## config.mk

```make
export PLATFORM = sky130hd
export DESIGN_NAME = serializador_8bits
export DESIGN_NICKNAME = d
export VERILOG_FILES = /design/src/rtl/serializador_8bits.sv
export SDC_FILE = /design/constraint.sdc
export NUM_CORES = 1
export LEC_CHECK = 0
export ABC_CLOCK_PERIOD_IN_PS = 1150
export BUFFER_PORTS_ARGS = -buffer_cell sky130_fd_sc_hd__clkbuf_2
export CORE_MARGIN = 1
export CORE_UTILIZATION = 25
export DETAILED_ROUTE_END_ITERATION = 8
export PLACE_DENSITY = 0.54
export SYNTH_ARGS = -nofsm -noshare
export SYNTH_HDL_FRONTEND = slang
export SYNTH_SLANG_ARGS = --single-unit
```

## constraint.sdc

```tcl
create_clock -name clk -period 1.15 [get_ports clk]
set_input_delay 0.1725 -clock clk [delete_from_list [all_inputs] [get_ports clk]]
set_output_delay 0.1725 -clock clk [all_outputs]
set_load 0.01 [all_outputs]
```

## src/rtl/serializador_8bits.sv

```systemverilog
// Parallel-to-serial converter with load/ready handshake and a one-cycle done pulse.
// Optional even-parity bit after the data word when SERIALIZADOR_PARIDADE_EN is defined.
module serializador_8bits #(
  parameter int WIDTH     = 8,
  parameter int MSB_FIRST = 0
) (
  input  logic             clk,
  input  logic             clear,
  input  logic [WIDTH-1:0] d_in,
  input  logic             load,
  output logic             ready,
  output logic             serial_out,
  output logic             bit_valid,
  output logic             done,
  output logic [3:0]       bit_count
);

  if (WIDTH < 2 || WIDTH > 15) begin : g_bad_width
    $error("serializador_8bits: WIDTH must be within 2..15");
  end

  localparam int         OUT_IDX = (MSB_FIRST != 0) ? WIDTH - 1 : 0;
  localparam logic [3:0] LAST    = 4'(WIDTH - 1);

`ifdef SERIALIZADOR_PARIDADE_EN
  typedef enum logic [1:0] {IDLE, SHIFT, DONE, PARITY} state_t;
`else
  typedef enum logic [1:0] {IDLE, SHIFT, DONE} state_t;
`endif

  state_t           state, state_n;
  logic [WIDTH-1:0] shreg, shreg_n;
  logic [3:0]       count_n;
`ifdef SERIALIZADOR_PARIDADE_EN
  // Parity is latched at capture because the shift register is consumed as it shifts.
  logic             par, par_n;
`endif

  always_ff @(posedge clk) begin
    if (clear) begin
      state     <= IDLE;
      shreg     <= '0;
      bit_count <= '0;
`ifdef SERIALIZADOR_PARIDADE_EN
      par       <= 1'b0;
`endif
    end else begin
      state     <= state_n;
      shreg     <= shreg_n;
      bit_count <= count_n;
`ifdef SERIALIZADOR_PARIDADE_EN
      par       <= par_n;
`endif
    end
  end

  always_comb begin
    state_n = state;
    shreg_n = shreg;
    count_n = bit_count;
`ifdef SERIALIZADOR_PARIDADE_EN
    par_n   = par;
`endif
    case (state)
      IDLE: begin
        if (load) begin
          shreg_n = d_in;
          count_n = '0;
          state_n = SHIFT;
`ifdef SERIALIZADOR_PARIDADE_EN
          par_n   = ^d_in;
`endif
        end
      end
      SHIFT: begin
        shreg_n = (MSB_FIRST != 0) ? (shreg << 1) : (shreg >> 1);
        if (bit_count == LAST) begin
`ifdef SERIALIZADOR_PARIDADE_EN
          state_n = PARITY;
          count_n = 4'(WIDTH);
`else
          state_n = DONE;
          count_n = '0;
`endif
        end else begin
          count_n = bit_count + 4'd1;
        end
      end
`ifdef SERIALIZADOR_PARIDADE_EN
      PARITY: begin
        state_n = DONE;
        count_n = '0;
      end
`endif
      DONE: begin
        state_n = IDLE;
        count_n = '0;
      end
      default: begin
        state_n = IDLE;
        count_n = '0;
      end
    endcase
  end

  always_comb begin
    ready      = (state == IDLE);
    done       = (state == DONE);
    bit_valid  = (state == SHIFT);
    serial_out = (state == SHIFT) ? shreg[OUT_IDX] : 1'b0;
`ifdef SERIALIZADOR_PARIDADE_EN
    if (state == PARITY) begin
      bit_valid  = 1'b1;
      serial_out = par;
    end
`endif
  end

endmodule
```

[After elaboration in Yosys (flattened, before gate mapping)]
Index checks and enable logic that the tools add are counted.
Widths: inputs -> output; s select.
Word-level totals
  flip-flop bits (word level): 14
  input bits: 11
  output and inout port bits: 8
  logic and storage cells: 22
Operators by class
  $add $sub $neg: 1
  equality and inequality tests: 5
  multiplexer cells: 9
  reductions and logical operators: 4
Operators by type and width (number)
  $pmux 8 s2: 1
  $mux 4: 2
  $mux 8: 1
  $pmux 4 s2: 1
  $add 4x1->4 const B: 1
  $eq 4x3->1 const B: 1
  $mux 2: 2
  $pmux 2 s2: 1
  $reduce_and 2->1: 2
  $eq 2x1->1 const B: 1
  $eq 2x2->1 const B: 1
  $logic_not 2->1: 1
  $ne 2x1->1 const B: 1
  $ne 2x2->1 const B: 1
  $reduce_bool 2->1: 1
  $mux 1: 1

[Depth between registers and ports, before layout]
Gate-level depths: netlist of run 1.
  word-level depth: 3
  gate-level depth with buffers: 4
  mapped depth without buffers: 4

[Least setup slack after synthesis of run 1]
Ideal clock, no wire load.
  path kind: flip-flop to output port
  from: register state[0]
  to: output serial_out
  arrival time: 1039 ps
  required time: 978 ps
  setup slack: -62 ps
  cell stages (with the launch flop): 5
  path buffers: 1
  cells stage by stage: dfxtp_1 buf_4 inv_1 nor2_1 and2_1
Between the ends
  word-level cells in the longest chain between the ends: 2
RTL lines
  from (decl): line 31  | state_t state, state_n;
  from (signal assigned): line 48  | state <= state_n;
  $eq 2x1->1
  named net bit_valid: line 13  | output logic bit_valid,
  $mux 1: line 110  | serial_out = (state == SHIFT) ? shreg[OUT_IDX] : 1'b0;
  to (decl): line 12  | output logic serial_out,
The timed path passes the listed nets, and every way through them passes these cells.

[Worst setup path after layout of run 1]
  from: register state[1]
  to: output serial_out
Between the ends
  word-level cells in the longest chain between the ends: 2
RTL lines (line)
  $eq 2x1->1: 110
  $mux 1: 110
No other way between the ends.

==> results of run 1 <==
power by group:
part / switching, W / internal, W / leakage [nW]
clock network: 0.000155 / 0.000121 / 0.0138
registers: 0.0000219 / 0.000515 / 0.118
logic: 0.0000988 / 0.000125 / 0.316
worst min-delay path by stage:
stage / from / endpoint / depth (start not counted)
after global routing: d_in[7] / shreg[7]$_SDFFE_PP0P_ / 3
final: d_in[7] / shreg[7]$_SDFFE_PP0P_ / 3
after floorplan: d_in[7] / shreg[7]$_SDFFE_PP0P_ / 2
after CTS: d_in[7] / shreg[7]$_SDFFE_PP0P_ / 3
after detailed placement: d_in[7] / shreg[7]$_SDFFE_PP0P_ / 3
after global placement: d_in[7] / shreg[7]$_SDFFE_PP0P_ / 3
Yosys cell counts, types with 2 or more instances:
cell | n | area, sq um
nor3_1 | 9 | 45.0
nand3_1 | 2 | 10.0
clkbuf_1 | 2 | 7.51
or3b_2 | 4 | 35.0
nor2b_1 | 2 | 12.5
inv_1 | 2 | 7.51
a21oi_1 | 11 | 55.1
nand2b_1 | 7 | 43.8
nor3b_1 | 3 | 22.5
or3b_1 | 3 | 26.3
dfxtp_1 | 14 | 280
nor2_1 | 11 | 41.3
o21ai_0 | 2 | 10.0
flip-flops by register name, indices dropped and copies added, names as in the netlist:
register	flops
state	2
bit_count	4
shreg	8
kinds of logic (layout without fill, tap and decap cells):
family | count (synthesis) | count (layout) | share of synthesized area
AO/OA/AOI/OAI | 16 | 16 | 0.143
XOR/XNOR | 1 | 1 | 0.0125
adder cells (fa/ha/maj) | 1 | 1 | 0.0179
buffers and inverters | 7 | 38 | 0.0465
flip-flops | 14 | 14 | 0.401
AND/OR/NAND/NOR | 45 | 45 | 0.379
area by class of cell:
class,instances,area (sq um)
multi-input combinational,63,439
timing repair buffer,33,236
inverter,2,10.0
sequential,14,289
fill,280,1530
clock buffer,3,22.5
tap,30,37.5
routing by layer:
layer,track usage,part of all wire,vias up
met5,0,0,-
met4,0.113,0.016,0
met1,0.162,0.45,325
li1,-,-,355
met3,0.0164,0.031,2
met2,0.215,0.50,10
tightest hold or removal path: stages:
cell and delay, ns:
clkbuf_2 0.08, nand3_1 0.07, a21oi_1 0.06
repair_timing:
item | 4_1_cts | 5_1_grt
buffers inserted | 5 | 0
pin swaps | 8 | 1
setup endpoints to repair | 12 | 13
resized for setup | 20 | 12
per-stage QoR:
stage	util	cell area, sq um
final	0.403	1030
after global routing	0.403	1030
after CTS	0.391	1000
after detailed placement	0.344	883
after global placement	0.344	883
after floorplan	-	714
==> metrics.log, run 1 <==
[metrics] vias after detailed routing: 692
[metrics] row count: 18
[metrics] area of the die: 0.00301 sq mm
[metrics] synthesized area: 699 sq um
[metrics] Final Hold Vio Count: 0
[metrics] Die Y: 54.9 um
[metrics] worst setup path class: flip-flop to output pin
[metrics] Worst R2R End: shreg[3]$_SDFFE_PP0P_
[metrics] max-cap check violation count: 0
[metrics] clk sinks: 14
[metrics] commonest non-fill, non-tap cell in the layout: clkbuf_2
[metrics] input/output buffers: 18
[metrics] via-per-instance ratio: 4.77
[metrics] total power divided by cell area: 1000 mW/mm^2
[metrics] overall track demand over capacity in global routing: 0.135
[metrics] initial core utilization: 0.272
[metrics] Worst path slowest cell: dfxtp_2
[metrics] iteration count of the initial detailed-routing pass: 4
[metrics] Highest Clock Rate: 798 MHz
[metrics] Worst-Skew Late Latency: 0.28 ns
[metrics] Placer Congestion: 0.694
[metrics] synthesized area per cell: 8.33 sq um
[metrics] syn_nets: 96
[metrics] # placed instances: 137
[metrics] number of instances in the synthesized netlist: 84
[metrics] cell seen most often among critical-path stages: buf_6
[metrics] Most used DFF post-synth: dfxtp_1
[metrics] power consumption: 0.00104 W
[metrics] core area: 0.00257 sq mm
[metrics] worst path arrival time: 1.08 ns
[metrics] FFs w/ async S/R, synth: 0
[metrics] buffer and inverter count on the worst path: 2
[metrics] depth of the most critical reg-to-reg path: 4
[metrics] violations in the final reports: setup timing
[metrics] number of levels in the clock H-tree: 1
[metrics] setup TNS after final layout: -0.673 ns
[metrics] capturing element of the worst setup path: serial_out
[metrics] final instance count without filler cells: 145
[metrics] Detailed Route WL: 1780 um
[metrics] Max Root-Sink Buffers: 2
[metrics] maximum number of pins on one net before global-route repair: 13
[metrics] peak supply drop: 0.000490 V
[metrics] largest stage delay on the critical path: 0.34 ns
[metrics] Static Leakage: 0.448 nW
[metrics] DPL Wire Length: 1220 um
[metrics] list of cells traversed by the critical path: buf_6 > nor2_4 > and2_4 > buf_6
[metrics] net total in the final layout: 129
[metrics] beginning of the critical path: state[1]$_SDFFE_PP0P_
[metrics] TritonCTS clock tree: built
[metrics] endpoint required time on the critical path: 0.98 ns
[metrics] global-route wire length before repair: 2750 um
[metrics] gate family responsible for the most delay along the worst path: flip-flops
[metrics] logic depth of the worst path, buffers included: 4
[metrics] count of boundary I/O pins: 19
[metrics] initial DRC count: 9
[metrics] worst-case setup margin in the final layout: -0.103 ns
[metrics] commonest non-fill, non-tap cells in the layout: clkbuf_2, buf_4, nor2_1, nor3_1, dfxtp_1
[metrics] proportion of synthesized chip area in sequential cells: 0.401
[metrics] clock skew after layout: 0.00143 ns
[metrics] vias in the first global route: 612
[metrics] # diodes: 0
[metrics] initial antenna violation count: 0
[metrics] largest fanout of any net on the critical path: 3
[metrics] final max-slew violation count: 0
[metrics] layout cell share with drive strength beyond 1: 0.513
[metrics] leftover overflow at the end of global routing: 0
[metrics] routed len/inst: 12.3 um
[metrics] pre-CTS WS: -0.0619 ns
[metrics] final routed DRC violation total: 0
[metrics] count of state elements after synthesis: 14
[metrics] Min-Delay Path Class: input port to flip-flop
[metrics] clock tree root driver cell: clkbuf_4
[metrics] minimum period implied by the final worst setup slack: 1.25 ns
[metrics] count of hold-fix buffers inserted at cts: 0
[metrics] count of flip-flops with a built-in enable after synthesis: 0
[metrics] Worst setup EP type: output pin
[metrics] Relative slew margins: 0.869
[metrics] worst reg2reg path startpoint: state[0]$_SDFFE_PP0P_
[metrics] setup violation total in the final timing report: 11
[metrics] clock-pin slew reported for the worst setup and hold paths after clock tree synthesis: 0.08 ns
[metrics] post-route fraction of the period consumed by the critical path: 1.09
[metrics] unrepaired setup endpoints after global routing: true
[metrics] width of the chip: 54.9 um
[metrics] outcome: finished, violations left
[metrics] number of nets with antenna violations after routing: 0
[metrics] count of yosys warnings during synthesis: 0
[metrics] area added between synthesis and finish: 47.9%
[metrics] Final Hold Slack: 0.159 ns
[metrics] number of clock buffers inserted by TritonCTS: 3
[metrics] post-synth cell types: 25
[metrics] startpoint kind of the worst setup timing path: flip-flop
[metrics] measured slew at the worst slew-check pin: 0.194 ns
[metrics] R2R Setup Slk: -0.07 ns
(Power assumes the default switching activity.)
==> inputs of run 2 (changes only) <==
--- a/config.mk
+++ b/config.mk
@@ -9,6 +9,7 @@
 export BUFFER_PORTS_ARGS = -buffer_cell sky130_fd_sc_hd__clkbuf_2
 export CORE_MARGIN = 1
 export CORE_UTILIZATION = 25
+export CTS_BUF_LIST = sky130_fd_sc_hd__clkbuf_16
 export DETAILED_ROUTE_END_ITERATION = 8
 export PLACE_DENSITY = 0.54
 export SYNTH_ARGS = -nofsm -noshare
==> run 2 against run 1 <==
Net effect:
- the flow still finishes with violations (setup timing)
- power up 37%
- clock skew up 0.00073 ns
- sequential power about the same
- critical path type unchanged
- largest power group is now the clock network
==> metrics.log, run 2 (synthesized netlist as in run 1, its figures left out) <==
[metrics] Worst setup EP type: output pin (unchanged)
[metrics] worst-case setup margin in the final layout: -0.0520 ns (was -0.103 ns)
[metrics] global-route wire length before repair: 2850 um (was 2750 um)
[metrics] flip-flop and latch area: 297 sq um (was 289 sq um)
[metrics] vias after detailed routing: 714 (was 692)
[metrics] peak supply drop: 0.000675 V (was 0.000490 V)
[metrics] measured slew at the worst slew-check pin: 0.189 ns (was 0.194 ns)
[metrics] gate family responsible for the most delay along the worst path: flip-flops (unchanged)
[metrics] largest registers ranked by flip-flop count: shreg x8, bit_count x4, state x2 (unchanged)
[metrics] unrepaired setup endpoints after global routing: true (unchanged)
[metrics] Worst-Skew Late Latency: 0.24 ns (was 0.28 ns)
[metrics] Static Leakage: 0.485 nW (was 0.448 nW)
[metrics] Min-Delay Path Class: input port to flip-flop (unchanged)
[metrics] post-layout instance area: 0.00114 sq mm (was 0.00103 sq mm)
[metrics] clock-pin slew reported for the worst setup and hold paths after clock tree synthesis: 0.05 ns (was 0.08 ns)
[metrics] number of clock buffers inserted by TritonCTS: 3 (unchanged)
[metrics] Highest Clock Rate: 832 MHz (was 798 MHz)
[metrics] maximum number of pins on one net before global-route repair: 13 (unchanged)
[metrics] count of boundary I/O pins: 19 (unchanged)
[metrics] TritonCTS clock tree: built (unchanged)
[metrics] core area: 0.00257 sq mm (unchanged)
[metrics] Final Util: 0.443 (was 0.403)
[metrics] endpoint required time on the critical path: 0.98 ns (about the same)
[metrics] initial antenna violation count: 0 (unchanged)
[metrics] Worst path slowest cell: dfxtp_2 (unchanged)
[metrics] Filler Cell Count: 265 (was 280)
[metrics] row count: 18 (unchanged)
[metrics] layout cell share with drive strength beyond 1: 0.547 (was 0.513)
[metrics] cell seen most often among critical-path stages: buf_6 (unchanged)
[metrics] Detailed Route WL: 1890 um (was 1780 um)
[metrics] largest fanout of any net on the critical path: 3 (unchanged)
[metrics] max-cap check violation count: 0 (unchanged)
[metrics] Relative slew margins: 0.873 (was 0.869)
[metrics] number of levels in the clock H-tree: 1 (unchanged)
[metrics] commonest non-fill, non-tap cell in the layout: clkbuf_2 (unchanged)
[metrics] Final Hold Slack: 0.192 ns (was 0.159 ns)
[metrics] area added between synthesis and finish: 62.8% (was 47.9%)
[metrics] Final Hold Vio Count: 0 (unchanged)
[metrics] list of cells traversed by the critical path: buf_6 > nor2_4 > and2_4 > buf_6 (unchanged)
[metrics] Post-DP Area: 883 sq um (unchanged)
[metrics] input/output buffers: 18 (unchanged)
[metrics] vias in the first global route: 618 (was 612)
[metrics] overall track demand over capacity in global routing: 0.141 (was 0.135)
[metrics] Largest Register: shreg (unchanged)
[metrics] total power divided by cell area: 1250 mW/mm^2 (was 1000 mW/mm^2)
[metrics] final max-slew violation count: 0 (unchanged)
[metrics] commonest non-fill, non-tap cells in the layout: clkbuf_2, buf_4, nor2_1, dfxtp_1, nor3_1 (was clkbuf_2, buf_4, nor2_1, nor3_1, dfxtp_1)
[metrics] clock skew after layout: 0.00217 ns (was 0.00143 ns)
[metrics] Max Root-Sink Buffers: 2 (unchanged)
[metrics] initial core utilization: 0.272 (unchanged)
[metrics] initial DRC count: 19 (was 9)
[metrics] setup violation total in the final timing report: 9 (was 11)
[metrics] footprint of the multi-input gates: 470 sq um (was 439 sq um)
[metrics] worst setup path class: flip-flop to output pin (unchanged)
[metrics] beginning of the critical path: state[1]$_SDFFE_PP0P_ (unchanged)
[metrics] iteration count of the initial detailed-routing pass: 4 (unchanged)
[metrics] width of the chip: 54.9 um (unchanged)
[metrics] Placer Congestion: 0.694 (unchanged)
[metrics] routed len/inst: 12.8 um (was 12.3 um)
[metrics] worst reg2reg path startpoint: state[0]$_SDFFE_PP0P_ (unchanged)
[metrics] number of flip-flops under the largest register name: 8 (unchanged)
[metrics] DPL Wire Length: 1220 um (unchanged)
[metrics] outcome: finished, violations left (unchanged)
[metrics] area of the die: 0.00301 sq mm (unchanged)
[metrics] number of nets with antenna violations after routing: 0 (unchanged)
[metrics] worst path arrival time: 1.03 ns (was 1.08 ns)
[metrics] violations in the final reports: setup timing (unchanged)
[metrics] final routed DRC violation total: 0 (unchanged)
[metrics] min-delay src: d_in[7] (unchanged)
[metrics] minimum period implied by the final worst setup slack: 1.20 ns (was 1.25 ns)
[metrics] clock tree root driver cell: clkbuf_16 (was clkbuf_4)
[metrics] buffer and inverter count on the worst path: 2 (unchanged)
[metrics] via-per-instance ratio: 4.86 (was 4.77)
[metrics] post-route fraction of the period consumed by the critical path: 1.05 (was 1.09)
[metrics] leftover overflow at the end of global routing: 0 (unchanged)
[metrics] largest stage delay on the critical path: 0.33 ns (was 0.34 ns)
[metrics] # diodes: 0 (unchanged)
[metrics] clk sinks: 14 (unchanged)
[metrics] net total in the final layout: 131 (was 129)
[metrics] startpoint kind of the worst setup timing path: flip-flop (unchanged)
[metrics] Die Y: 54.9 um (unchanged)
run 2: cell count changes in the layout (fill, tap and decap cells not counted), sizes merged:
cell / delta
clkbuf: +1
buf: +1
run 2: area by class of cell:
cell class | count | share of cell area
clock buffer | 3 | 0.0659
inverter | 2 | 0.00879
multi-input combinational | 63 | 0.413
sequential | 14 | 0.260
tap | 30 | 0.0330
timing repair buffer | 35 | 0.219
run 2: worst paths after layout:
| check | slack, ns | endpoint | depth (start not counted) |
|---|---|---|---|
| max | -0.05 | serial_out | 4 |
| min | 0.19 | shreg[7]$_SDFFE_PP0P_ | 3 |
| max reg2reg | -0.05 | shreg[2]$_SDFFE_PP0P_ | 4 |
| min reg2reg | 0.49 | shreg[3]$_SDFFE_PP0P_ | 2 |
run 2: worst register-to-register path, stage by stage (launching register included):
cell and delay (ns):
dfxtp_4 0.38, buf_6 0.13, or3b_4 0.38, a21oi_4 0.16, nor3_2 0.05
run 2: per-layer routing:
| metal | routed length [um] | global-route usage |
|---|---|---|
| met2 | 945 | 0.229 |
| met1 | 794 | 0.167 |
| met4 | 45 | 0.100 |
| met3 | 103 | 0.0246 |
| met5 | 0 | 0 |
run 2: through the flow:
stage / instances / setup WS (ns) / setup TNS (ns) / power [W]
floorplan: 84 / 0.0116 / 0 / 0.000657
global placement: 137 / -0.0270 / -0.0748 / 0.000718
detailed placement: 137 / -0.0619 / -0.295 / 0.000721
CTS: 145 / -0.0623 / -0.329 / 0.00141
global route: 147 / -0.0844 / -0.714 / 0.00148
finish: 147 / -0.0520 / -0.260 / 0.00142
run 2: power by group:
| part | total, W | internal [W] | switching, W |
|---|---|---|---|
| Sequential | 0.000536 | 0.000512 | 0.0000235 |
| Combinational | 0.000239 | 0.000134 | 0.000105 |
| Clock | 0.000648 | 0.000454 | 0.000193 |
| Total | 0.00142 | 0.00110 | 0.000321 |
run 2: repair_timing:
item                                   in CTS  in global routing
setup endpoints to repair                  12                 13
setup buffers                               5                  2
pin swaps                                  10                  9
hold buffers                                0                  0
endpoints found under the hold margin       0                  0
resized for setup                          20                 21
